<file path="config.mk">
export PLATFORM = sky130hd
export DESIGN_NAME = fact_mmio_flat
export DESIGN_NICKNAME = d
export VERILOG_FILES = /design/src/rtl/fact_pkg.sv /design/src/rtl/fact_mmio_if.sv /design/src/rtl/fact_fsm.sv /design/src/rtl/fact_mmio.sv /design/src/flat_wrapper.sv
export SDC_FILE = /design/constraint.sdc
export NUM_CORES = 1
export LEC_CHECK = 0
export ABC_CLOCK_PERIOD_IN_PS = 3710
export CAP_MARGIN = 20
export CELL_PAD_IN_SITES_DETAIL_PLACEMENT = 1
export CELL_PAD_IN_SITES_GLOBAL_PLACEMENT = 1
export CORE_UTILIZATION = 41
export DETAILED_ROUTE_END_ITERATION = 6
export PLACE_DENSITY_LB_ADDON = 0.2
export SLEW_MARGIN = 20
export SYNTH_ARGS = -nofsm -noshare
export SYNTH_HDL_FRONTEND = slang
export SYNTH_HIERARCHICAL = 1
export SYNTH_SLANG_ARGS = --single-unit
</file>
<file path="constraint.sdc">
create_clock -name clk -period 3.71 [get_ports clk]
set_clock_uncertainty 0.1 [all_clocks]
set_input_delay 0.5565 -clock clk [delete_from_list [all_inputs] [get_ports clk]]
set_output_delay 0.5565 -clock clk [all_outputs]
set_load 0.03 [all_outputs]
</file>
<file path="src/rtl/fact_pkg.sv">
// -----------------------------------------------------------------------------
// fact_pkg
// Shared definitions for the factorial accelerator MMIO slice: operand and
// result widths, the register-map word offsets, the largest operand whose
// factorial fits in 32 bits, and the multiply state machine encoding.
// Optional feature macro used by the slice: FACT_ERR_EN (overflow detection).
// -----------------------------------------------------------------------------
package fact_pkg;

    // Operand width (also the down-counter width) and result/product width.
    localparam int FACT_N_WIDTH   = 4;
    localparam int FACT_RES_WIDTH = 32;

    // Largest n whose factorial still fits in FACT_RES_WIDTH bits.
    localparam int FACT_MAX_N = 12;

    // Word offsets within the factorial slot (processor address bits [3:2]).
    localparam logic [1:0] FACT_OFS_N      = 2'd0;
    localparam logic [1:0] FACT_OFS_GO     = 2'd1;
    localparam logic [1:0] FACT_OFS_STATUS = 2'd2;
    localparam logic [1:0] FACT_OFS_RESULT = 2'd3;

    // Iterative multiply state machine encoding.
    typedef enum logic [1:0] {
        ST_IDLE = 2'd0,
        ST_MULT = 2'd1,
        ST_DONE = 2'd2
    } fact_state_e;

endpackage

</file>
<file path="src/rtl/fact_mmio_if.sv">
// -----------------------------------------------------------------------------
// fact_mmio_if
// Decoder-side bus for the factorial slot.
//   we  : write strobe for this slot
//   a   : word offset (processor address bits [3:2])
//   wd  : write data
//   rd  : read data back to the processor read-data mux (combinational)
// Modports: master = decoder/processor side, slave = fact_mmio.
// -----------------------------------------------------------------------------
interface fact_mmio_if;

    logic        we;
    logic [1:0]  a;
    logic [31:0] wd;
    logic [31:0] rd;

    modport master (
        output we,
        output a,
        output wd,
        input  rd
    );

    modport slave (
        input  we,
        input  a,
        input  wd,
        output rd
    );

endinterface

</file>
<file path="src/rtl/fact_fsm.sv">
// -----------------------------------------------------------------------------
// fact_fsm
// Iterative factorial engine: one 32x4 multiply per cycle on a down-counter.
// A start pulse loads prod=1 and cnt=n; the engine multiplies prod by cnt and
// decrements until cnt<=1, then latches prod into result and raises done.
// Ports:
//   clk, rst_n : clock and asynchronous active-low reset
//   start      : GO accepted this cycle (ignored while busy)
//   n          : operand sampled when start is accepted
//   busy       : high while multiplying
//   done       : computation finished (cleared by the next accepted start)
//   err        : overflow flag (only with FACT_ERR_EN, otherwise tied to 0)
//   result     : last completed result, held until the next completion
// Macro: FACT_ERR_EN enables overflow detection for n > FACT_MAX_N.
// -----------------------------------------------------------------------------
module fact_fsm
    import fact_pkg::*;
#(
    parameter int N_WIDTH   = FACT_N_WIDTH,
    parameter int RES_WIDTH = FACT_RES_WIDTH
) (
    input  logic                 clk,
    input  logic                 rst_n,
    input  logic                 start,
    input  logic [N_WIDTH-1:0]   n,
    output logic                 busy,
    output logic                 done,
    output logic                 err,
    output logic [RES_WIDTH-1:0] result
);

    fact_state_e          state, state_nxt;
    logic [RES_WIDTH-1:0] prod, prod_nxt;
    logic [N_WIDTH-1:0]   cnt, cnt_nxt;
    logic [RES_WIDTH-1:0] result_q, result_nxt;
    logic                 done_q, done_nxt;

`ifdef FACT_ERR_EN
    logic                 err_q, err_nxt;
`endif

    always_ff @(posedge clk or negedge rst_n) begin
        if (!rst_n) begin
            state    <= ST_IDLE;
            prod     <= '0;
            cnt      <= '0;
            result_q <= '0;
            done_q   <= 1'b0;
`ifdef FACT_ERR_EN
            err_q    <= 1'b0;
`endif
        end else begin
            state    <= state_nxt;
            prod     <= prod_nxt;
            cnt      <= cnt_nxt;
            result_q <= result_nxt;
            done_q   <= done_nxt;
`ifdef FACT_ERR_EN
            err_q    <= err_nxt;
`endif
        end
    end

    // The overflow check happens on the first MULT cycle, when cnt still holds
    // the original operand; later cycles only see smaller counts, so it can
    // never fire mid-computation.
    always_comb begin
        state_nxt  = state;
        prod_nxt   = prod;
        cnt_nxt    = cnt;
        result_nxt = result_q;
        done_nxt   = done_q;
`ifdef FACT_ERR_EN
        err_nxt    = err_q;
`endif
        case (state)
            ST_IDLE, ST_DONE: begin
                if (start) begin
                    done_nxt  = 1'b0;
`ifdef FACT_ERR_EN
                    err_nxt   = 1'b0;
`endif
                    prod_nxt  = RES_WIDTH'(1);
                    cnt_nxt   = n;
                    state_nxt = ST_MULT;
                end
            end
            ST_MULT: begin
`ifdef FACT_ERR_EN
                if (cnt > N_WIDTH'(FACT_MAX_N)) begin
                    err_nxt    = 1'b1;
                    done_nxt   = 1'b1;
                    result_nxt = '0;
                    state_nxt  = ST_DONE;
                end else
`endif
                if (cnt <= N_WIDTH'(1)) begin
                    result_nxt = prod;
                    done_nxt   = 1'b1;
                    state_nxt  = ST_DONE;
                end else begin
                    prod_nxt = prod * RES_WIDTH'(cnt);
                    cnt_nxt  = cnt - N_WIDTH'(1);
                end
            end
            default: begin
                state_nxt = ST_IDLE;
            end
        endcase
    end

    assign busy   = (state == ST_MULT);
    assign done   = done_q;
    assign result = result_q;

`ifdef FACT_ERR_EN
    assign err = err_q;
`else
    assign err = 1'b0;
`endif

endmodule

</file>
<file path="src/rtl/fact_mmio.sv">
// -----------------------------------------------------------------------------
// fact_mmio
// Memory-mapped responder for the factorial accelerator slot. Decodes writes
// from the address decoder, owns the N operand register and the read-data mux,
// and drives the fact_fsm multiply engine.
// Register map (word offset a):
//   0 N      : RW, low FACT_N_WIDTH bits of wd, reads zero-extended
//   1 GO     : W wd[0]=1 starts a computation; reads {31'b0, busy}
//   2 STATUS : R {30'b0, err, done}
//   3 RESULT : R last completed result
// Ports:
//   clk, rst_n : clock and asynchronous active-low reset
//   bus        : fact_mmio_if slave (we, a, wd in; rd out)
// Macro: FACT_ERR_EN enables overflow detection inside fact_fsm.
// -----------------------------------------------------------------------------
module fact_mmio
    import fact_pkg::*;
(
    input  logic        clk,
    input  logic        rst_n,
    fact_mmio_if.slave  bus
);

    logic [FACT_N_WIDTH-1:0]   n_reg;
    logic                      start;
    logic                      busy;
    logic                      done;
    logic                      err;
    logic [FACT_RES_WIDTH-1:0] result;
    logic                      unused_wd;

    // N may be rewritten while the engine runs; the engine keeps its own
    // counter, so only the next computation sees the new value.
    always_ff @(posedge clk or negedge rst_n) begin
        if (!rst_n) begin
            n_reg <= '0;
        end else if (bus.we && (bus.a == FACT_OFS_N)) begin
            n_reg <= bus.wd[FACT_N_WIDTH-1:0];
        end
    end

    // The engine itself ignores start while busy.
    assign start = bus.we && (bus.a == FACT_OFS_GO) && bus.wd[0];

    fact_fsm #(
        .N_WIDTH   (FACT_N_WIDTH),
        .RES_WIDTH (FACT_RES_WIDTH)
    ) u_fsm (
        .clk    (clk),
        .rst_n  (rst_n),
        .start  (start),
        .n      (n_reg),
        .busy   (busy),
        .done   (done),
        .err    (err),
        .result (result)
    );

    always_comb begin
        bus.rd = '0;
        case (bus.a)
            FACT_OFS_N:      bus.rd = {{(32-FACT_N_WIDTH){1'b0}}, n_reg};
            FACT_OFS_GO:     bus.rd = {31'b0, busy};
            FACT_OFS_STATUS: bus.rd = {30'b0, err, done};
            FACT_OFS_RESULT: bus.rd = result;
            default:         bus.rd = '0;
        endcase
    end

    // Upper write-data bits have no register behind them.
    assign unused_wd = ^bus.wd[31:FACT_N_WIDTH];

endmodule

</file>
<file path="src/flat_wrapper.sv">
// flat-port wrapper written by rule: the top's interface ports become plain ports
module fact_mmio_flat import fact_pkg::*;
  (clk, rst_n, bus_we, bus_a, bus_wd, bus_rd);
  fact_mmio_if bus_i ();
  input  logic clk;
  input  logic rst_n;
  input wire logic [$bits(bus_i.we)-1:0] bus_we;
  input wire logic [$bits(bus_i.a)-1:0] bus_a;
  input wire logic [$bits(bus_i.wd)-1:0] bus_wd;
  output wire logic [$bits(bus_i.rd)-1:0] bus_rd;
  assign bus_i.we = bus_we;
  assign bus_i.a = bus_a;
  assign bus_i.wd = bus_wd;
  assign bus_rd = bus_i.rd;
  fact_mmio u_core (.clk(clk), .rst_n(rst_n), .bus(bus_i));
endmodule
</file>
=== Word level (Yosys, flattened, before mapping) ===
Index checks and enable logic that the tools add are counted.

* Bits of input ports: 37
* Memory bits (read-only): 0
* Memories: 0
* Output and inout port bits: 32
* Latch bits: 0
* Register bits after elaboration: 75
* RAM bits: 0

* Shift operators: 0
* $add $sub $neg: 1
* Bitwise operators: 0
* Equal/unequal tests: 8
* Muxes and demuxes: 13
* Reduce and logical (&&, ||, !) cells: 11
* $mul: 1
* Div/mod/pow operators: 0
* $lt $le $gt $ge: 1

{| class="wikitable"
|+ Operator list
! kind !! count
|-
| 32-bit case mux with 4 select lines || 1
|-
| 32-bit 2-to-1 mux || 2
|-
| 32-bit case mux with 2 select lines || 1
|-
| 32-bit by 4-bit multiplier with 32-bit output || 1
|-
| 4-bit 2-to-1 mux || 2
|-
| 4-bit case mux with 2 select lines || 1
|-
| 2-bit equality test, second input constant || 3
|-
| 3-bit AND reduction || 2
|-
| 2-bit by 1-bit equality test with 1-bit output, second input constant || 2
|-
| 4-bit by 1-bit <= comparator with 1-bit output, second input constant || 1
|-
| 2-bit logical NOT || 2
|-
| 2-bit 2-to-1 mux || 2
|-
| 2-bit inequality test, second input constant || 2
|-
| 2-bit case mux with 2 select lines || 1
|-
| 2-bit AND reduction || 2
|-
| 4-bit by 1-bit subtractor with 4-bit output, second input constant || 1
|-
| 1-bit logical AND || 3
|-
| 1-bit 2-to-1 mux || 2
|-
| 2-bit by 1-bit inequality test with 1-bit output, second input constant || 1
|-
| 1-bit case mux with 2 select lines || 1
|-
| 2-bit nonzero test || 1
|-
| 2-bit OR reduction || 1
|}

=== Longest topological paths before layout ===
Gate-level depths: netlist (run 1).

* Depth after elaboration: 5
* Mapped depth: 16

=== Hierarchy ===
The synthesis (run 1) kept the hierarchy.

{| class="wikitable"
|+ Modules (own cells, without submodules)
! module !! seq. area each (µm²) !! cells an instance !! times used !! area each (µm²)
|-
| fact_fsm || 1776.7 || 757 || 1 || 6657.6
|-
| fact_mmio || 100.1 || 51 || 1 || 449.2
|}

=== Worst setup path before layout (run 1) ===
Ideal clock, no wire load.

* Path type: flip-flop to flip-flop
* Start point: register u_core.u_fsm.cnt[2]
* End point: register u_core.u_fsm.prod[23]
* Required time: 3.488 ns
* Period minus slack after synthesis: 3.953 ns
* Stages on the path, launching flop included: 15
* Data arrival time: 3.731 ns
* Path slack: -0.243 ns
* Cell sequence: dfrtp_1 -> clkbuf_1 -> clkbuf_1 -> and2_1 -> fa_1 -> inv_1 -> fa_1 -> inv_1 -> ha_1 -> o211a_1 -> a211o_1 -> and3_4 -> o2111a_1 -> or3_1 -> a32o_1

* Longest elaborated chain between the ends: 3

{| class="wikitable"
|+ RTL lines
! what !! line !! RTL
|-
| start: declaration || fact_fsm.sv:34 || <nowiki>logic [N_WIDTH-1:0] cnt, cnt_nxt;</nowiki>
|-
| start signal: assignment || fact_fsm.sv:55 || <nowiki>cnt <= cnt_nxt;</nowiki>
|-
| 32-bit by 4-bit multiplier with 32-bit output / 4-bit by 1-bit <= comparator with 1-bit output (equally long branches) || fact_fsm.sv:102, fact_fsm.sv:97 ||
|-
| 32-bit 2-to-1 mux / 2-bit inequality test (equally long branches) || n/a ||
|-
| 32-bit case mux with 2 select lines / 3-bit AND reduction (equally long branches) || n/a ||
|-
| end signal: assignment || fact_fsm.sv:54 || <nowiki>prod <= prod_nxt;</nowiki>
|-
| end: declaration || fact_fsm.sv:33 || <nowiki>logic [RES_WIDTH-1:0] prod, prod_nxt;</nowiki>
|}

Several ways; a longest one is shown, not always the timed one. The select of a mux whose other input is x is not followed.
A chain may end at the register's enable or synchronous reset.

=== Final worst setup path (run 1) ===
* Start point: register u_core.u_fsm.cnt[3]
* End point: register u_core.u_fsm.prod[23]

The elaborated chain is that of the path after synthesis.

==> impl_metrics.env, run 1 <==
export IMPL_drt_wl_total_um=24500
export IMPL_cts_hold_buf=0
export IMPL_slowest_delay_ns=0.54
export IMPL_n_fill_cell=1905
export IMPL_fin_nets=1088
export IMPL_violations="negative setup slack"
export IMPL_ys_warn_count=6
export IMPL_clk_insertion_delay_late_ns=0.34
export IMPL_syn_avg_cell_area_um2=8.80
export IMPL_initial_core_util_pct=42.4
export IMPL_ys_async_sr_fraction_pct=100
export IMPL_worstSetupPathType="register to register"
export IMPL_cts_buffer_depth=2
export IMPL_antenna_diode_count=0
export IMPL_grt_busiest_layer="met2"
export IMPL_drc=0
export IMPL_crit_start="u_core/u_fsm/cnt[3]"
export IMPL_hold_ws_ns=0.159
export IMPL_grt_max_degree=76
export IMPL_cp_num_buf_inv=3
export IMPL_dieArea_um2=17900
export IMPL_htreeDepth=3
export IMPL_place_gp_congestion=0.875
export IMPL_gr_total_overflow=0
export IMPL_syn_nets=936
export IMPL_area_delta_synth_final_pct=36.5
export IMPL_drv_cap=0
export IMPL_track_usage_pct=28.0
export IMPL_final_common_cell="buf_4"
export IMPL_grt_util_met1_pct=35.6
export IMPL_period_minus_slack_ns=4.03
export IMPL_grt_util_met2_pct=50.0
export IMPL_dp_hpwl_um=17200
export IMPL_antenna_found_initial=0
export IMPL_die_h_um=134
export IMPL_yosysSeqAreaShare_pct=26.4
export IMPL_fmax_mhz=248
export IMPL_crit_required_ns=3.85
export IMPL_cts_tree="yes"
export IMPL_p_leak_nw=4.73
export IMPL_portBuffers=40
export IMPL_synth_ff_type="dfrtp_1"
export IMPL_syn_area_um2=7110
export IMPL_finalNonFillerCells=1185
export IMPL_cp_start_kind="register"
export IMPL_cts_sinks=75
export IMPL_first_pass_iters=4
export IMPL_fin_crit_sh_pct=109
export IMPL_power_density_nw_per_um2=989
export IMPL_cp_common_cell="fa_1"
export IMPL_path_delay_family="adder cells"
export IMPL_r2r_start="u_core/u_fsm/cnt[3]"
export IMPL_core_um2=16800
export IMPL_synth_top_area_share_pct=26.4
export IMPL_critPathMaxFanout=5
export IMPL_grt_first_pass_wirelength_um=38800
export IMPL_synth_edf_count=0
export IMPL_arrival_ns=4.17
export IMPL_total_power_mw=9.59
export IMPL_final_cell_mix="130 x buf_4, 110 x inv_1, 85 x and2_1, 72 x dfrtp_1, 65 x nand2_1"
export IMPL_critPathSlowestCell="fa_1"
export IMPL_rows=47
export IMPL_drv_slew=0
export IMPL_drive_gt1_share_pct=30.4
export IMPL_yosys_register_bits=75
export IMPL_hold_class="input port to asynchronous set/reset pin"
export IMPL_die_x_um=134
export IMPL_final_hold_violation_count=0
export IMPL_rsz0062_at_grt="yes"
export IMPL_worst_pin_slew_ns=0.798
export IMPL_syn_inst=808
export IMPL_first_global_vias=7281
export IMPL_viasPerCell=5.46
export IMPL_yosys_cell_types_count=60
export IMPL_ant_nets=0
export IMPL_wl_per_cell_um=20.7
export IMPL_clkTransAtPathRegs_ns=0.07
export IMPL_numCtsBuffers=9
export IMPL_critical_path_endpoint_type="register"
export IMPL_slew_headroom_pct=46.8
export IMPL_cts_root_buf="clkbuf_16"
export IMPL_setup_viol=20
export IMPL_fin_ws_ns=-0.323
export IMPL_grtUsageMet3_pct=3.04
export IMPL_dp_cells=1156
export IMPL_path_cells="buf_4 -> and2_1 -> fa_1 -> inv_1 -> fa_1 -> inv_2 -> ha_4 -> o211a_1 -> a211o_4 -> and3_4 -> o2111a_2 -> or3_1 -> a32o_1"
export IMPL_num_vias=6465
export IMPL_synth_area_top_cells="dfrtp_1 26%, fa_1 16%, and2_1 7.9%"
export IMPL_ir_worst_vdd_mv=0.495
export IMPL_yosys_area_top_type="dfrtp_1"
export IMPL_io_pins=69
export IMPL_status="finished, violations left"
export IMPL_drt_iter0_markers=310
[layout make-up]
cell class	instances	area, um2	share of cell area [%]
repair buffers	185	1560	16.1
clock buffers	9	225	2.32
flip-flops and latches	75	1880	19.4
well taps	220	275	2.84
clock inverters	7	76.3	0.787
inverters	118	443	4.57
multi-input cells	571	5240	54.0
[synthesized netlist by cell type (2+ instances only)]
| master | number |
|---|---|
| a211o_1 | 2 |
| a211oi_1 | 6 |
| a21o_1 | 12 |
| a21oi_1 | 32 |
| a221o_1 | 2 |
| a22o_1 | 3 |
| a31oi_1 | 4 |
| a32o_1 | 2 |
| a41oi_1 | 4 |
| and2_1 | 90 |
| and3_1 | 36 |
| clkbuf_1 | 40 |
| dfrtp_1 | 75 |
| fa_1 | 57 |
| ha_1 | 34 |
| inv_1 | 117 |
| mux2_2 | 37 |
| nand2_1 | 68 |
| nand2b_1 | 4 |
| nand3_1 | 28 |
| nand3b_1 | 2 |
| nand4_1 | 8 |
| nor2_1 | 26 |
| nor2b_1 | 2 |
| nor3_1 | 6 |
| nor4_1 | 2 |
| o2111ai_1 | 2 |
| o211ai_1 | 2 |
| o21a_1 | 3 |
| o21ai_0 | 30 |
| o21ai_1 | 10 |
| o31ai_1 | 3 |
| or3_1 | 5 |
| xnor2_1 | 18 |
| xor2_1 | 11 |
[layer usage]
layer | routed length, um | vias to the layer above | part of all wire [%]
met5 | 0 | - | 0
met2 | 12900 | 139 | 53
met4 | 459 | 0 | 1.9
li1 | - | 2950 | -
met1 | 10500 | 3338 | 43
met3 | 705 | 38 | 2.9
[report_power, final]
group	switching (mW)	leakage [nW]	internal, mW
clock	0.382	0.142	0.525
combinational	3.89	3.62	3.32
sequential	0.327	0.969	1.14
total	4.60	4.73	4.99
[worst reg2reg max path, stage by stage (launching register included)]
cell,delay [ns]
dfrtp_2,0.45
buf_4,0.19
and2_1,0.17
fa_1,0.54
inv_1,0.06
fa_1,0.49
inv_2,0.05
ha_4,0.24
o211a_1,0.23
a211o_4,0.37
and3_4,0.20
o2111a_2,0.28
or3_1,0.32
a32o_1,0.26
[worst paths after layout]
path,to,slack [ns],cells past startpoint
worst max-delay path,u_core/u_fsm/prod[23],-0.32,13
worst min-delay path,u_core/u_fsm/result[27],0.16,1
worst max register to register,u_core/u_fsm/prod[23],-0.32,13
worst min register to register,u_core/u_fsm/state[1],0.39,2
max in group asynchronous,u_core/u_fsm/prod[2],2.82,1
min in group clk,u_core/u_fsm/state[1],0.39,2
[cells by family after synthesis]
group | count (synthesis) | share of synthesized area (%)
AO/OA/AOI/OAI | 130 | 11.8
XOR/XNOR | 29 | 3.57
adder cells (fa/ha/maj) | 91 | 22.0
buffers and inverters | 162 | 8.64
flip-flops | 75 | 26.4
multiplexers | 38 | 6.23
other | 1 | 0.0528
AND/OR/NAND/NOR | 282 | 21.3
[metrics by stage]
stage	TNS [ns]	utilization (%)	setup slack (ns)	area, um2
final	-3.81	57.9	-0.323	9700
after global routing	-5.78	57.9	-0.414	9700
after CTS	-1.99	56.0	-0.223	9390
after detailed placement	-3.75	51.9	-0.385	8690
after global placement	-2.46	51.9	-0.254	8690
after floorplan	-0.103	-	-0.103	7230
[repair_timing]
item | CTS | global route
setup endpoints to repair | 18 | 23
pin swaps | 29 | 21
cloned | 1 | 1
gates resized for setup | 66 | 56
buffers inserted | 5 | 7
No activity file was read; power rests on OpenSTA's default activity.
==> run 2: changes to the inputs <==
--- a/config.mk
+++ b/config.mk
@@ -11,6 +11,7 @@
 export CELL_PAD_IN_SITES_GLOBAL_PLACEMENT = 1
 export CORE_UTILIZATION = 41
 export DETAILED_ROUTE_END_ITERATION = 6
+export HOLD_SLACK_MARGIN = 0.03
 export PLACE_DENSITY_LB_ADDON = 0.2
 export SLEW_MARGIN = 20
 export SYNTH_ARGS = -nofsm -noshare
==> results of run 2 <==
Final layout, timing and power as in run 1 (identical DEF).
==> run 3: changes to the inputs <==
==> constraint.sdc (replaced) <==
create_clock -name clk -period 3.71 [get_ports clk]
set_clock_uncertainty 0.1 [all_clocks]
set_input_delay 0.5565 -clock clk [delete_from_list [all_inputs] [get_ports clk]]
set_output_delay 0.5565 -clock clk [all_outputs]
set_load 0.01 [all_outputs]
==> run 3 against run 2 <==
Net effect:
- the flow still finishes with violations (negative setup slack)
- setup slack lost 0.016 ns
- count of clock-buffer cells in the layout is the same
- maximum frequency shrank 0.39%
- die area is the same
- final cell count is essentially flat
- first-iteration DRC count grew 16%
- clock power shrank 1%
- critical endpoint unchanged
- largest cell class unchanged
- highest routed layer unchanged
==> impl_metrics.env, run 3 (synthesized netlist as in run 1, its figures left out) <==
export IMPL_status="finished, violations left"
export IMPL_violations="negative setup slack"
export IMPL_slew_headroom_pct=43.1
export IMPL_drive_gt1_share_pct=30.0
export IMPL_hold_ws_ns=0.157
export IMPL_drt_wl_total_um=24500
export IMPL_seqPwrFrac_pct=15.9
export IMPL_worst_pin_slew_ns=0.853
export IMPL_antenna_diode_count=0
export IMPL_portBuffers=40
export IMPL_worstSetupPathType="register to register"
export IMPL_setup_viol=21
export IMPL_antenna_found_initial=0
export IMPL_die_h_um=134
export IMPL_sw_frac_of_total_pct=48.0
export IMPL_ir_worst_vdd_mv=0.532
export IMPL_n_fill_cell=1918
export IMPL_cp_start_kind="register"
export IMPL_timing_rr_end="u_core/u_fsm/prod[23]"
export IMPL_area_delta_synth_final_pct=34.9
export IMPL_ant_nets=0
export IMPL_r2r_start="u_core/u_fsm/cnt[1]"
export IMPL_crit_required_ns=3.85
export IMPL_die_x_um=134
export IMPL_final_hold_violation_count=0
export IMPL_place_gp_congestion=0.859
export IMPL_htreeDepth=3
export IMPL_final_common_cell="buf_4"
export IMPL_reg2reg_depth=13
export IMPL_critPathSlowestCell="fa_1"
export IMPL_io_pins=69
export IMPL_num_vias=6495
export IMPL_period_minus_slack_ns=4.05
export IMPL_arrival_ns=4.18
export IMPL_critical_path_endpoint_type="register"
export IMPL_final_cell_mix="129 x buf_4, 110 x inv_1, 78 x and2_1, 73 x dfrtp_1, 66 x nand2_1"
export IMPL_viasPerCell=5.48
export IMPL_gr_total_overflow=0
export IMPL_drv_cap=0
export IMPL_regArea_um2=1880
export IMPL_fin_nets=1089
export IMPL_grt_first_pass_wirelength_um=38700
export IMPL_numCtsBuffers=9
export IMPL_path_cells="buf_6 -> and2_4 -> fa_1 -> inv_2 -> fa_1 -> inv_2 -> ha_4 -> o211a_1 -> a211o_1 -> and3_4 -> o2111a_2 -> or3_1 -> a32o_1"
export IMPL_drt_iter0_markers=359
export IMPL_grt_max_degree=76
export IMPL_slowest_delay_ns=0.58
export IMPL_multiInputGateArea_um2=5110
export IMPL_first_global_vias=7186
export IMPL_path_delay_family="adder cells"
export IMPL_rows=47
export IMPL_total_power_mw=9.25
export IMPL_hold_class="input port to asynchronous set/reset pin"
export IMPL_dpl_worst_slack_ns=-0.335
export IMPL_p_leak_nw=4.69
export IMPL_dp_hpwl_um=17300
export IMPL_fin_crit_sh_pct=109
export IMPL_cts_buffer_depth=2
export IMPL_drv_slew=0
export IMPL_rsz0062_at_grt="yes"
export IMPL_drc=0
export IMPL_initial_core_util_pct=42.4
export IMPL_cts_root_buf="clkbuf_16"
export IMPL_cts_sinks=75
export IMPL_clkPwrFrac_pct=9.7
export IMPL_dieArea_um2=17900
export IMPL_power_frac_comb_pct=74.4
export IMPL_power_net_switching_mw=4.44
export IMPL_fin_ws_ns=-0.338
export IMPL_fin_util_pct=57.2
export IMPL_core_um2=16800
export IMPL_first_pass_iters=5
export IMPL_intPower_mw=4.81
export IMPL_power_density_nw_per_um2=965
export IMPL_clkTransAtPathRegs_ns=0.07
export IMPL_track_usage_pct=28.0
export IMPL_critPathMaxFanout=5
export IMPL_cts_hold_buf=0
export IMPL_clk_insertion_delay_late_ns=0.35
export IMPL_rrSetupSlack_ns=-0.34
export IMPL_fmax_mhz=247
export IMPL_cts_tree="yes"
export IMPL_cp_num_buf_inv=3
export IMPL_wl_per_cell_um=20.7
[run 3: how the worst max path moves through the flow]
stage,startpoint,endpoint,slack (ns),cells past startpoint
after global routing,u_core/u_fsm/cnt[1],u_core/u_fsm/prod[26],-0.41,16
after detailed placement,u_core/u_fsm/cnt[2],u_core/u_fsm/prod[23],-0.34,13
final,u_core/u_fsm/cnt[1],u_core/u_fsm/prod[23],-0.34,13
after global placement,u_core/u_fsm/cnt[2],u_core/u_fsm/prod[23],-0.23,13
after floorplan,u_core/u_fsm/cnt[2],u_core/u_fsm/prod[23],-0.10,15
after CTS,u_core/u_fsm/cnt[3],u_core/u_fsm/prod[28],-0.28,14
[run 3: worst reg2reg max path, stage by stage (launching register included)]
cell	delay (ns)
dfrtp_2	0.47
buf_6	0.16
and2_4	0.14
fa_1	0.58
inv_2	0.07
fa_1	0.52
inv_2	0.05
ha_4	0.25
o211a_1	0.14
a211o_1	0.38
and3_4	0.22
o2111a_2	0.30
or3_1	0.31
a32o_1	0.25
[run 3: through the flow]
stage	area [um2]	TNS (ns)	instances
after CTS	9310	-2.22	1176
after global routing	9590	-6.47	1186
after detailed placement	8670	-3.71	1151
after floorplan	7230	-0.103	808
final	9590	-4.52	1186
after global placement	8670	-2.37	1151
[run 3: what timing repair did]
action | CTS | global route
gates cloned | 0 | 2
pin swaps | 21 | 30
setup endpoints to repair | 20 | 22
gates resized for setup | 57 | 49
setup buffers | 9 | 8
[run 3: final cells by class]
cell class	instances	share of cell area (%)
Multi-Input combinational cell	571	53.4
Sequential cell	75	19.6
Timing Repair Buffer	186	16.5
Inverter	118	4.62
Tap cell	220	2.87
Clock buffer	9	2.35
Clock inverter	7	0.718
[run 3: layer usage]
| metal | part of all wire, % | GRT usage [%] | vias up | wire [um] |
|---|---|---|---|---|
| li1 | - | - | 2960 | - |
| met4 | 2.1 | 7.01 | 0 | 509 |
| met5 | 0 | 0 | - | 0 |
| met1 | 44 | 36.1 | 3373 | 10700 |
| met3 | 2.3 | 2.74 | 40 | 558 |
| met2 | 52 | 50.2 | 122 | 12800 |
[run 3: power groups by stage]
stage | Combinational (mW) | Sequential [mW] | Clock [mW]
6_report | 6.88 | 1.47 | 0.895
5_1_grt | 7.50 | 1.51 | 0.939
4_1_cts | 6.38 | 1.44 | 0.911
3_5_place_dp | 5.95 | 1.45 | 0
3_3_place_gp | 5.65 | 1.43 | 0
2_1_floorplan | 3.56 | 1.33 | 0
